==> src/rtl/gf_reduce_seq.sv <==
// Sequential GF(2^8) reducer: folds a 16-bit carry-less product modulo POLY, one degree per cycle.
// Optional data-dependent early exit is enabled by defining GF_EARLY_EXIT_EN.
`timescale 1ns/1ps

module gf_reduce_seq #(
    parameter logic [8:0]  POLY = 9'h11B,
    parameter int unsigned IN_W = 16
) (
    input  logic            clk,
    input  logic            rst_n,
    input  logic            in_valid,
    output logic            in_ready,
    input  logic [IN_W-1:0] in_prod,
    output logic            out_valid,
    input  logic            out_ready,
    output logic [7:0]      out_res,
    output logic            busy
);

    if (IN_W != 16) begin : g_bad_in_w
        $error("gf_reduce_seq: IN_W must be 16");
    end
    if (POLY[8] != 1'b1) begin : g_bad_poly
        $error("gf_reduce_seq: POLY must be of degree 8");
    end

    typedef enum logic [1:0] {
        StIdle,
        StReduce,
        StDone
    } state_e;

    state_e      r_state, w_state_d;
    logic [15:0] r_work, w_work_d;
    logic [2:0]  r_cnt, w_cnt_d;
    logic [7:0]  r_res, w_res_d;

    logic        w_lead;
    logic [15:0] w_poly_sh;
    logic [15:0] w_step;
    logic        w_last;

    // Bit 8+cnt is the leading coefficient handled this cycle.
    assign w_lead    = r_work[{1'b1, r_cnt}];
    assign w_poly_sh = {7'd0, POLY} << r_cnt;
    assign w_step    = w_lead ? (r_work ^ w_poly_sh) : r_work;

`ifdef GF_EARLY_EXIT_EN
    assign w_last = (r_cnt == 3'd0) || (w_step[15:8] == 8'h00);
`else
    assign w_last = (r_cnt == 3'd0);
`endif

    always_comb begin
        w_state_d = r_state;
        w_work_d  = r_work;
        w_cnt_d   = r_cnt;
        w_res_d   = r_res;
        unique case (r_state)
            StIdle: begin
                if (in_valid) begin
                    w_work_d  = in_prod;
                    w_cnt_d   = 3'd7;
                    w_state_d = StReduce;
`ifdef GF_EARLY_EXIT_EN
                    if (in_prod[15:8] == 8'h00) begin
                        w_cnt_d   = 3'd0;
                        w_res_d   = in_prod[7:0];
                        w_state_d = StDone;
                    end
`endif
                end
            end
            StReduce: begin
                w_work_d = w_step;
                w_cnt_d  = r_cnt - 3'd1;
                if (w_last) begin
                    w_res_d   = w_step[7:0];
                    w_state_d = StDone;
                end
            end
            StDone: begin
                if (out_ready) begin
                    w_state_d = StIdle;
                end
            end
            default: w_state_d = StIdle;
        endcase
    end

    always_ff @(posedge clk or negedge rst_n) begin
        if (!rst_n) begin
            r_state <= StIdle;
            r_work  <= 16'h0000;
            r_cnt   <= 3'd0;
            r_res   <= 8'h00;
        end else begin
            r_state <= w_state_d;
            r_work  <= w_work_d;
            r_cnt   <= w_cnt_d;
            r_res   <= w_res_d;
        end
    end

    assign in_ready  = (r_state == StIdle);
    assign out_valid = (r_state == StDone);
    assign busy      = (r_state != StIdle);
    assign out_res   = r_res;

    // Held results must not move while the consumer stalls.
    a_hold_res : assert property (@(posedge clk) disable iff (!rst_n)
        (out_valid && !out_ready) |=> (out_valid && $stable(out_res)));

endmodule

==> config.mk <==
export PLATFORM = sky130hd
export DESIGN_NAME = gf_reduce_seq
export DESIGN_NICKNAME = d
export VERILOG_FILES = /design/src/rtl/gf_reduce_seq.sv
export SDC_FILE = /design/constraint.sdc
export NUM_CORES = 1
export LEC_CHECK = 0
export ABC_AREA = 1
export CORE_ASPECT_RATIO = 1.5
export CORE_MARGIN = 3
export CORE_UTILIZATION = 57
export CTS_CLUSTER_SIZE = 14
export DETAILED_ROUTE_END_ITERATION = 10
export GPL_TIMING_DRIVEN = 0
export PLACE_DENSITY = 0.85
export SYNTH_ARGS = -nofsm -noshare
export SYNTH_HDL_FRONTEND = slang
export SYNTH_SLANG_ARGS = --single-unit
==> constraint.sdc <==
create_clock -name clk -period 2.9 [get_ports clk]
set_clock_uncertainty 0.05 [all_clocks]
set_input_delay 0.58 -clock clk [delete_from_list [all_inputs] [get_ports clk]]
set_output_delay 0.58 -clock clk [all_outputs]
set_load 0.02 [all_outputs]
# Word-level counts from Yosys, hierarchy flattened
# Index checks and enable logic that the tools add are counted.
dict set report op_classes {
  n_addsub 1
  mul 0
  n_div 0
  order_cmp 1
  eq_ne 6
  shifts 1
  mux 11
  bitwise_logic 1
  reduce_logical 8
}
# cell n
set ops {}
lappend ops {{$mux 16} 2}
lappend ops {{$pmux 16 s2} 1}
lappend ops {{$shl 9x3->16 const A} 1}
lappend ops {{$xor 16x16->16} 1}
lappend ops {{$mux 2} 3}
lappend ops {{$ne 2x2->1 const B} 3}
lappend ops {{$pmux 2 s3} 1}
lappend ops {{$pmux 3 s2} 1}
lappend ops {{$reduce_and 3->1} 2}
lappend ops {{$lt 4x5->1 const B} 1}
lappend ops {{$reduce_and 2->1} 2}
lappend ops {{$reduce_bool 2->1} 2}
lappend ops {{$bmux 1 s3} 1}
lappend ops {{$logic_not 3->1} 1}
lappend ops {{$mux 3} 1}
lappend ops {{$sub 3x1->3 const B} 1}
lappend ops {{$eq 2x1->1 const B} 1}
lappend ops {{$eq 2x2->1 const B} 1}
lappend ops {{$logic_not 2->1} 1}
lappend ops {{$ne 2x1->1 const B} 1}
lappend ops {{$mux 1} 1}
dict set report totals {
  regBits 29
  latch_bits 0
  mem_bits_rw 0
  rom_bits 0
  in_bits 20
  out_inout_bits 11
  elab_cells 34
  memories 0
}

# Longest topological paths before layout
# Gate-level depths: netlist (run 1).
dict set report logic_depth {
  ltp_word 4
  depth_mapped 11
  mapped_depth_nobuf 11
}

# Worst setup path after synthesis (run 1)
# Ideal clock, no wire load.
dict set report synth_timing {
  kind {register -> register}
  from {register r_cnt[0]}
  to {register r_work[6]}
  setup_ps 116
  arrival_time_ps 1457
  t_required_ps 2734
  setup_slack_ps 1276
  path_stages_with_launch 11
  path_buffers 0
  period_less_slack_ps 1624
  cell_sequence {dfrtp_1 > inv_2 > ha_1 > inv_1 > nand2_1 > o21ai_0 > xnor2_1 > nand2_1 > nand3_1 > nand2_1 > nand2_1}
}
dict set report synth_between {
  elab_chain_cells 4
  elab_cells_between_ends 6
  cone_classes {shift: 1; mux: 4; bitwise: 1}
}
# item line
set synth_rtl {}
lappend synth_rtl {{from (decl)} 35} ;# logic [2:0] r_cnt, w_cnt_d;
lappend synth_rtl {{from (signal assigned)} 100} ;# r_cnt <= w_cnt_d;
lappend synth_rtl {{$shl 9x3->16 or $bmux 1 s3 (tied branches)} {45, 44}}
lappend synth_rtl {{$xor 16x16->16 or $mux 1 (tied branches)} {46, 44}}
lappend synth_rtl {{$mux 16 *} 46} ;# assign w_step = w_lead ? (r_work ^ w_poly_sh) : r_work;
lappend synth_rtl {{$pmux 16 s2 *} 59} ;# unique case (r_state)
lappend synth_rtl {{to (signal assigned)} 99} ;# r_work <= w_work_d;
lappend synth_rtl {{to (decl)} 34} ;# logic [15:0] r_work, w_work_d;
# Every way passes the cells marked *; elsewhere a longest branch is shown, timed or not. The select of a mux whose other input is x is not followed.
# A chain may end at the register's enable or synchronous reset.

# Final worst setup path (run 1)
dict set report layout_timing {
  from {register r_state[1]}
  to {output in_ready}
}
dict set report layout_between {
  elab_chain_cells 1
}
# item line
set layout_rtl {}
lappend layout_rtl {{from (decl)} 33} ;# state_e r_state, w_state_d;
lappend layout_rtl {{from (signal assigned)} 93} ;# r_state <= StIdle;
lappend layout_rtl {{from (signal assigned)} 98} ;# r_state <= w_state_d;
lappend layout_rtl {{$logic_not 2->1} 105} ;# assign in_ready = (r_state == StIdle);
lappend layout_rtl {{to (decl)} 12} ;# output logic in_ready,
# No other way between the ends.

==> results.cfg, run 1 <==
[outcome]
status = completed

[placed_design]
dpl.hpwl_microns = 3010
place_congestion = 0.930
port_buffers = 30

[routing]
routed_wl_microns = 4220
drtIter0Drc = 72
wl_per_cell_microns = 13.2
via_per_inst = 5.34
drcViolationCount = 0
detail_route.first_pass.iterations = 5
dr_total_vias = 1704
antenna_left = 0

[global_routing]
grt_max_degree = 30
grt_pass1_vias = 1620
grt-ovfl-total = 0
track_usage_pct = 24.3
grt_pass1_wl_microns = 7020
antenna_found_initial = 0

[clock_tree]
tritoncts = built
htree_levels = 2
clock_latency_ps = 280
clockBufferDepth = 2
clock_sinks = 29
cts-root-buf = clkbuf_8
cts_buffers = 5
clk_pin_slew_worst_paths_ps = 60
postCtsHoldBufs = 0
post-cts-setup-buffer-count = 0
cts_resized = 0

[worst_setup_path]
cp_cell_sequence = nor2_1 -> clkdlybuf4s50_1
crit_path_max_incr_delay_ps = 660
cp-startpoint = r_state[1]
cp_data_arrival_time_ps = 1580
critPathRequiredTime_ps = 2270
path_class = flop to output pin
critPathCaptureType = output pin
rrSetupSlack_ps = 880
startpoint_type = flop
critPathMaxFanout = 3
r2r_start = r_cnt[1]
slowest_stage = clkdlybuf4s50_1

[sta]
rsz0062_at_grt = false
finalMaxSlewViolations = 0
setup_violations = 0
tightest_slew_ps = 666
period_share_pct = 76.2
tns_ps = 0
hold_viol = 0
slew_headroom_pct = 55.6
fmax_mhz = 453
hold_slack_ps = 273
final.min_clock_period_ps = 2210

[synthesis]
muxShareOfSynthArea_pct = 0
ys_warn_count = 0
synth-simple-area-share_pct = 39.0
yosysUniqueCellTypes = 25
ys_ff_latch = 29
synth_compound_area_share_pct = 3.57
syn_avg_cell_area_sq_um = 7.51
seq_area_frac_synth_pct = 39.8
post_synth_fa_ha_maj_area_fraction_pct = 4.12
syn_inst = 243
synth_flop_cell = dfrtp_1
synth-async-reset-ratio_pct = 100
synth_edf_count = 0
synth_xor_area_share_pct = 7.68
synth_top_family_by_area = simple AND/OR/NAND/NOR gates
synthesis.area_sq_mm = 0.00182
syn_nets = 269

[finish]
nets = 306
final_layout_size_suffix_gt1_share_pct = 9.64
syn_to_final_growth_pct = 23.6
diodes = 0

[floorplanning]
die_h_microns = 75.3
rows = 24
dieArea_sq_mm = 0.00393
initial_utilization_pct = 61.4
io_pins = 31
die_w_microns = 52.2
core_region_area_sq_mm = 0.00297

[hold_path]
min_path_type = primary input to asynchronous set/reset pin

[power]
powerDensity_mw_per_mm2 = 1330
max-vdd-ir-drop_uv = 842
p_leak_uw = 0.00114

[run]
max_cap_viol_count = 0
==> final timing paths <==
kind,endpoint,depth (start not counted)
worst min register to register,out_res[6],2
worst max-delay path,in_ready,2
min in group clk,out_res[6],2
worst min-delay path,r_state[1],1
worst max register to register,out_res[2],7
max in group asynchronous,out_res[0],1
==> metrics by stage <==
stage                     instance area (sq um)  cells  worst slack [ps]  power (uW)  utilization [%]
after CTS                                  2260    319               669        3010             76.0
after floorplan                            1820    243              1280        2170                -
after global routing                       2250    319               637        3270             75.8
after global placement                     2170    312               722        2590             73.1
after detailed placement                   2170    312               690        2640             73.1
final                                      2250    319               692        3010             75.8
==> worst max-delay path: cells and delay by family (launching register included) <==
family / cells / cell delay (ps)
flops: 1 / 430
simple gates: 1 / 200
buf+inv: 1 / 660
==> sequential cells by signal (all words and copies together) (netlist names) <==
signal	flops
r_state	2
out_res	8
r_work	16
r_cnt	3
==> synth_stat cells, types with 4 or more instances <==
cell type | number | area, sq um
nor2_1 | 11 | 41.3
dfrtp_1 | 29 | 726
xor2_1 | 12 | 105
o21ai_0 | 7 | 35.0
nand2_2 | 6 | 37.5
nand3_1 | 40 | 200
nand2_1 | 86 | 323
nand3b_1 | 4 | 30.0
xnor2_1 | 4 | 35.0
ha_1 | 6 | 75.1
inv_1 | 16 | 60.1
buf_2 | 4 | 20.0
==> power by group <==
| part | internal (uW) | switching, uW |
|---|---|---|
| logic | 737 | 1150 |
| registers | 612 | 173 |
| clock network | 188 | 149 |
==> cells by family (layout without fill, tap and decap cells) <==
family | after synthesis | after routing
AO/OA/AOI/OAI | 11 | 11
XOR/XNOR | 16 | 16
adder cells (fa/ha/maj) | 6 | 6
buffers and inverters | 25 | 62
flip-flops | 29 | 29
AND/OR/NAND/NOR | 156 | 156
==> layer usage <==
metal / part of all wire, % / up-vias / global-route usage [%]
li1: - / 853 / -
met1: 41 / 778 / 26.8
met2: 52 / 57 / 42.2
met3: 4.7 / 16 / 6.34
met4: 2.3 / 0 / 13.1
met5: 0 / - / 0
==> final cells by class <==
cell class,instances,area [sq um]
plain buffers,7,38.8
clock buffers,7,86.3
fillers,228,718
inverters,18,67.6
multi-input cells,189,992
flip-flops and latches,29,726
well taps,39,48.8
repair buffers,30,295
==> cells in the final DEF (no fill, tap or decap), types with 5 or more instances in the layout <==
cell type / Yosys / routed
nand2_1: 86 / 86
nand3_1: 40 / 40
clkdlybuf4s50_1: 0 / 29
dfrtp_1: 29 / 29
inv_1: 16 / 16
xor2_1: 12 / 12
nor2_1: 11 / 11
o21ai_0: 7 / 7
nand2_2: 6 / 6
ha_1: 6 / 6
clkbuf_8: 0 / 6
buf_2: 4 / 5
Power figures use the tool's default switching activity.
==> inputs of run 2 (changes only) <==
Settings changed: CORE_UTILIZATION 57 to 48, PLACE_DENSITY 0.85 to 0.76.
Clock period 2.9 ns to 2 ns, I/O delays scaled along.
==> run 2 against run 1 <==
Non-clock buffer count is the same. Total power grew 43%. Critical endpoint is now out_valid. Die area grew 17%. Largest power group unchanged.
==> results.cfg, run 2 (synthesis results as in run 1) <==
[hold_path]
min_path_type = primary input to asynchronous set/reset pin

[finish]
seqCellArea_sq_um = 727
mostFrequentLayoutCell = nand2_1
layoutNonFillerInstCount = 322
largest_register_ffs = 16
nets = 306
final_cell_mix = nand2_1, nand3_1, clkdlybuf4s50_1, dfrtp_1, inv_1
multiInputGateArea_sq_um = 1000
fin_area_sq_mm = 0.00227
diodes = 0
nFillCells = 313
top_register = r_work
final_layout_size_suffix_gt1_share_pct = 10.4
syn_to_final_growth_pct = 24.4

[global_routing]
antenna_found_initial = 0
grt-ovfl-total = 0
track_usage_pct = 19.4
grt_pass1_vias = 1588
grt_pass1_wl_microns = 7000
grt_max_degree = 30

[placed_design]
post_dp_cell_area_sq_mm = 0.00218
dpl.hpwl_microns = 2910
dp_cells = 315
place_congestion = 0.828
port_buffers = 30
place_ws_ps = -48.3

[floorplanning]
die_w_microns = 56.3
io_pins = 31
rows = 26
dieArea_sq_mm = 0.00459
die_h_microns = 81.5
core_region_area_sq_mm = 0.00351
initial_utilization_pct = 51.9

[power]
switching_share_pct = 48.1
max-vdd-ir-drop_uv = 979
internal_power_uw = 2230
power_frac_comb_pct = 62.3
p_leak_uw = 0.00115
seq_power_share_pct = 26.5
netSwitchingPower_uw = 2070
powerDensity_mw_per_mm2 = 1890
clkPwrFrac_pct = 11.2

[sta]
rsz0062_at_grt = false
period_share_pct = 96.9
fmax_mhz = 516
finalMaxSlewViolations = 0
setup_violations = 0
final.min_clock_period_ps = 1940
tightest_slew_ps = 653
slew_headroom_pct = 56.5
hold_viol = 0
setup_slack_ps = 61.2

[worst_setup_path]
critPathCaptureType = output pin
startpoint_type = flop
cp_data_arrival_time_ps = 1490
path_class = flop to output pin
critPathRequiredTime_ps = 1550
critPathMaxFanout = 3

[clock_tree]
cts_buffers = 5
cts-root-buf = clkbuf_8
post-cts-setup-buffer-count = 0
tritoncts = built
clock_sinks = 29
clock_latency_ps = 280
clk_pin_slew_worst_paths_ps = 60
clockBufferDepth = 2
htree_levels = 2

[routing]
dr_total_vias = 1624
via_per_inst = 5.04
routed_wl_microns = 3920
drtIter0Drc = 33
detail_route.first_pass.iterations = 4
antenna_left = 0
drcViolationCount = 0
wl_per_cell_microns = 12.2

[outcome]
status = completed

[run]
max_cap_viol_count = 0
==> run 2: cell count changes in the layout (fill, tap and decap cells not counted) <==
cell,delta
clkdlybuf4s50_1,-1
dfrtp_1,-1
dfrtp_2,+1
dlymetal6s2s_1,+1
nor2_1,-1
nor2_4,+1
==> run 2: power by group through the flow <==
stage          registers [uW]  logic, uW  clock network (uW)
2_1_floorplan            1180       1970                   0
4_1_cts                  1130       2690                 496
3_3_place_gp             1130       2630                   0
6_report                 1140       2680                 481
5_1_grt                  1180       3080                 522
3_5_place_dp             1140       2670                   0
==> run 2: final timing paths <==
path	from	endpoint	slack, ps	depth (start not counted)
max in group asynchronous	rst_n	r_cnt[1]	1340	1
min in group clk	out_res[6]	out_res[6]	420	2
min	rst_n	r_state[1]	90	1
min reg2reg	out_res[6]	out_res[6]	420	2
max	r_state[1]	out_valid	60	3
max reg2reg	r_cnt[0]	r_work[6]	120	10
==> run 2: worst max-delay path, cell delays in order, from the launching register on <==
cell and delay (ps):
dfrtp_1 430, inv_1 80, nor2_1 90, clkdlybuf4s50_1 610
==> run 2: final cells by class <==
cell class,count,share of cell area (%)
buffer,7,1.71
clock buffer,7,3.80
inverter,18,2.98
multi-input combinational,189,44.0
sequential,29,32.0
tap,42,2.32
timing repair buffer,30,13.1
==> run 2: what timing repair did <==
item                                   CTS  global route
endpoints found under the hold margin    0             0
gates resized for setup                  0             4
hold buffers                             0             0
setup endpoints to repair                0            12
==> run 2: metal layers <==
metal / part of all wire, % / wire (microns) / global-route usage (%) / up-vias
met4: 1.6 / 62 / 6.41 / 0
met1: 43 / 1680 / 23.0 / 746
met3: 3.5 / 138 / 3.77 / 5
met2: 52 / 2040 / 35.0 / 28
met5: 0 / 0 / 0 / -
li1: - / - / - / 845
==> run 2: stage by stage <==
| step | power [uW] | hold WS (ps) | util [%] | TNS (ps) |
|---|---|---|---|---|
| after floorplan | 3140 | 54.4 | - | 0 |
| after global placement | 3770 | 411 | 62.0 | -820 |
| after detailed placement | 3820 | 414 | 62.0 | -1360 |
| after CTS | 4320 | 431 | 64.4 | 0 |
| after global routing | 4780 | 143 | 64.6 | 0 |
| final | 4300 | 95.0 | 64.6 | 0 |
==> inputs of run 3 (changes only) <==
Settings changed: ABC_AREA 1 to unset, CORE_UTILIZATION 48 to 47, PLACE_DENSITY 0.76 to 0.75.
==> run 3 against run 2 <==
Worst setup slack improved by 39 ps. Via count fell by 3.7%. First-iteration DRC count rose by 15%. Critical endpoint unchanged. Largest cell class unchanged.
==> results.cfg, run 3 <==
[synthesis]
syn_nets = 213
synth_flop_cell = dfrtp_1
synth_compound_area_share_pct = 24.3
yosysTopAreaCell = dfrtp_1
synth_top_area_share_pct = 41.9
seq_area_frac_synth_pct = 41.9
yosys-top-cells-count = nand2_1, dfrtp_1, o21ai_1, mux2i_1
synth_area_leaders = dfrtp_1, nand2_1, mux2i_1, ha_1, o21ai_1
syn_inst = 187
muxShareOfSynthArea_pct = 6.06
synth_edf_count = 0
syn_avg_cell_area_sq_um = 9.27
yosysUniqueCellTypes = 41
synth_xor_area_share_pct = 4.04
yosysMostFrequentCell = nand2_1
synth-simple-area-share_pct = 15.2
ys_ff_latch = 29
post_synth_fa_ha_maj_area_fraction_pct = 4.33
synthesis.area_sq_mm = 0.00173
synth-async-reset-ratio_pct = 100
ys_warn_count = 0
synth_top_family_by_area = compound AO/OA/AOI/OAI gates

[routing]
antenna_left = 0
dr_total_vias = 1564
detail_route.first_pass.iterations = 4
routed_wl_microns = 4260
via_per_inst = 5.79
wl_per_cell_microns = 15.8
drtIter0Drc = 38
drcViolationCount = 0

[worst_setup_path]
cp_top_family = buffers and inverters
startpoint_type = flop
timing.critical_path.buf_inv = 2
cp_cell_sequence = clkbuf_1 -> nor2_1 -> dlygate4sd2_1
reg2regPathDepth = 7
path_class = flop to output pin
r2r_start = r_cnt[0]
path_depth = 3
critPathCaptureType = output pin
rrSetupSlack_ps = 110
slowest_stage = dfrtp_1
critPathMaxFanout = 10
critPathRequiredTime_ps = 1550
worstReg2RegEnd = r_work[5]
crit_path_max_incr_delay_ps = 390
cp_data_arrival_time_ps = 1450

[floorplanning]
dieArea_sq_mm = 0.00447
die_w_microns = 55.6
io_pins = 31
initial_utilization_pct = 49.8
die_h_microns = 80.4
core_region_area_sq_mm = 0.00348
rows = 26

[finish]
mostFrequentLayoutCell = nand2_1
fin_area_sq_mm = 0.00224
final_layout_size_suffix_gt1_share_pct = 11.8
final_cell_mix = nand2_1, dfrtp_1, clkdlybuf4s50_1, o21ai_1
top_register = r_work
final_util_pct = 64.4
syn_to_final_growth_pct = 29.3
largest_register_ffs = 16
layoutNonFillerInstCount = 270
diodes = 0
nets = 254

[sta]
period_share_pct = 95.0
tns_ps = 0
rsz0062_at_grt = true
fmax_mhz = 526
final.min_clock_period_ps = 1900
hold_slack_ps = 95.3
slew_headroom_pct = 55.9
finalMaxSlewViolations = 0
setup_violations = 0
tightest_slew_ps = 662
hold_viol = 0

[global_routing]
track_usage_pct = 20.0
grt_pass1_vias = 1511
antenna_found_initial = 0
grt_max_degree = 30
grt-ovfl-total = 0
grt_pass1_wl_microns = 6930

[outcome]
status = completed

[clock_tree]
tritoncts = built
cts_buffers = 5
clk_pin_slew_worst_paths_ps = 60
htree_levels = 2
clock_latency_ps = 280
clock_sinks = 29
postCtsHoldBufs = 0
cts-root-buf = clkbuf_8
clockBufferDepth = 2

[placed_design]
port_buffers = 30
dp_cells = 259
place_congestion = 0.847
post_dp_cell_area_sq_mm = 0.00209
dpl.hpwl_microns = 3090

[run]
max_cap_viol_count = 0

[power]
p_leak_uw = 0.000955
powerDensity_mw_per_mm2 = 1800
max-vdd-ir-drop_uv = 999

[hold_path]
min_path_type = primary input to asynchronous set/reset pin
[run 3: power by group]
| part | switching (uW) | internal [uW] | leakage (uW) |
|---|---|---|---|
| registers | 290 | 880 | 0.000347 |
| clock network | 218 | 272 | 0.0000443 |
| logic | 1290 | 1080 | 0.000563 |
| total | 1800 | 2230 | 0.000955 |
[run 3: worst max-delay path by stage]
stage	startpoint	endpoint	slack (ps)
5_1_grt	r_cnt[1]	r_work[6]	-50
3_3_place_gp	in_valid	r_work[6]	-160
2_1_floorplan	r_cnt[0]	r_work[10]	210
6_report	r_state[0]	out_valid	100
4_1_cts	r_state[0]	in_ready	4
3_5_place_dp	in_valid	r_work[6]	-260
[run 3: routing by layer]
| layer | wire length (microns) | global-route usage, % | vias up |
|---|---|---|---|
| li1 | - | - | 759 |
| met1 | 1700 | 21.8 | 761 |
| met2 | 2260 | 35.8 | 35 |
| met3 | 179 | 4.82 | 9 |
| met4 | 113 | 9.73 | 0 |
| met5 | 0 | 0 | - |
[run 3: layout make-up]
class	count	area, sq um
Multi-Input combinational cell	142	963
Inverter	5	18.8
Buffer	10	57.6
Fill cell	307	1240
Sequential cell	29	726
Tap cell	42	52.6
Timing Repair Buffer	35	337
Clock buffer	7	86.3
[run 3: cells by family after synthesis]
| logic type | Yosys count |
|---|---|
| xor gates and xnor gates | 8 |
| DFF | 29 |
| adders and majority gates | 6 |
| muxes | 10 |
| and+or+nand+nor | 60 |
| AOI/OAI and AO/OA | 58 |
| buffers and inverters | 16 |
[run 3: per-stage QoR]
stage / setup slack, ps / power (uW)
2_1_floorplan: 213 / 2780
3_5_place_dp: -261 / 3410
4_1_cts: 3.90 / 3950
5_1_grt: -51.3 / 4360
6_report: 99.8 / 4030
3_3_place_gp: -159 / 3330
[run 3: what timing repair did]
| item | in CTS | in global routing |
|---|---|---|
| resized for setup | 5 | 9 |
| pin swaps | 0 | 2 |
| setup buffers | 0 | 5 |
| endpoints found under the setup margin | 15 | 24 |
| gates cloned | 0 | 0 |
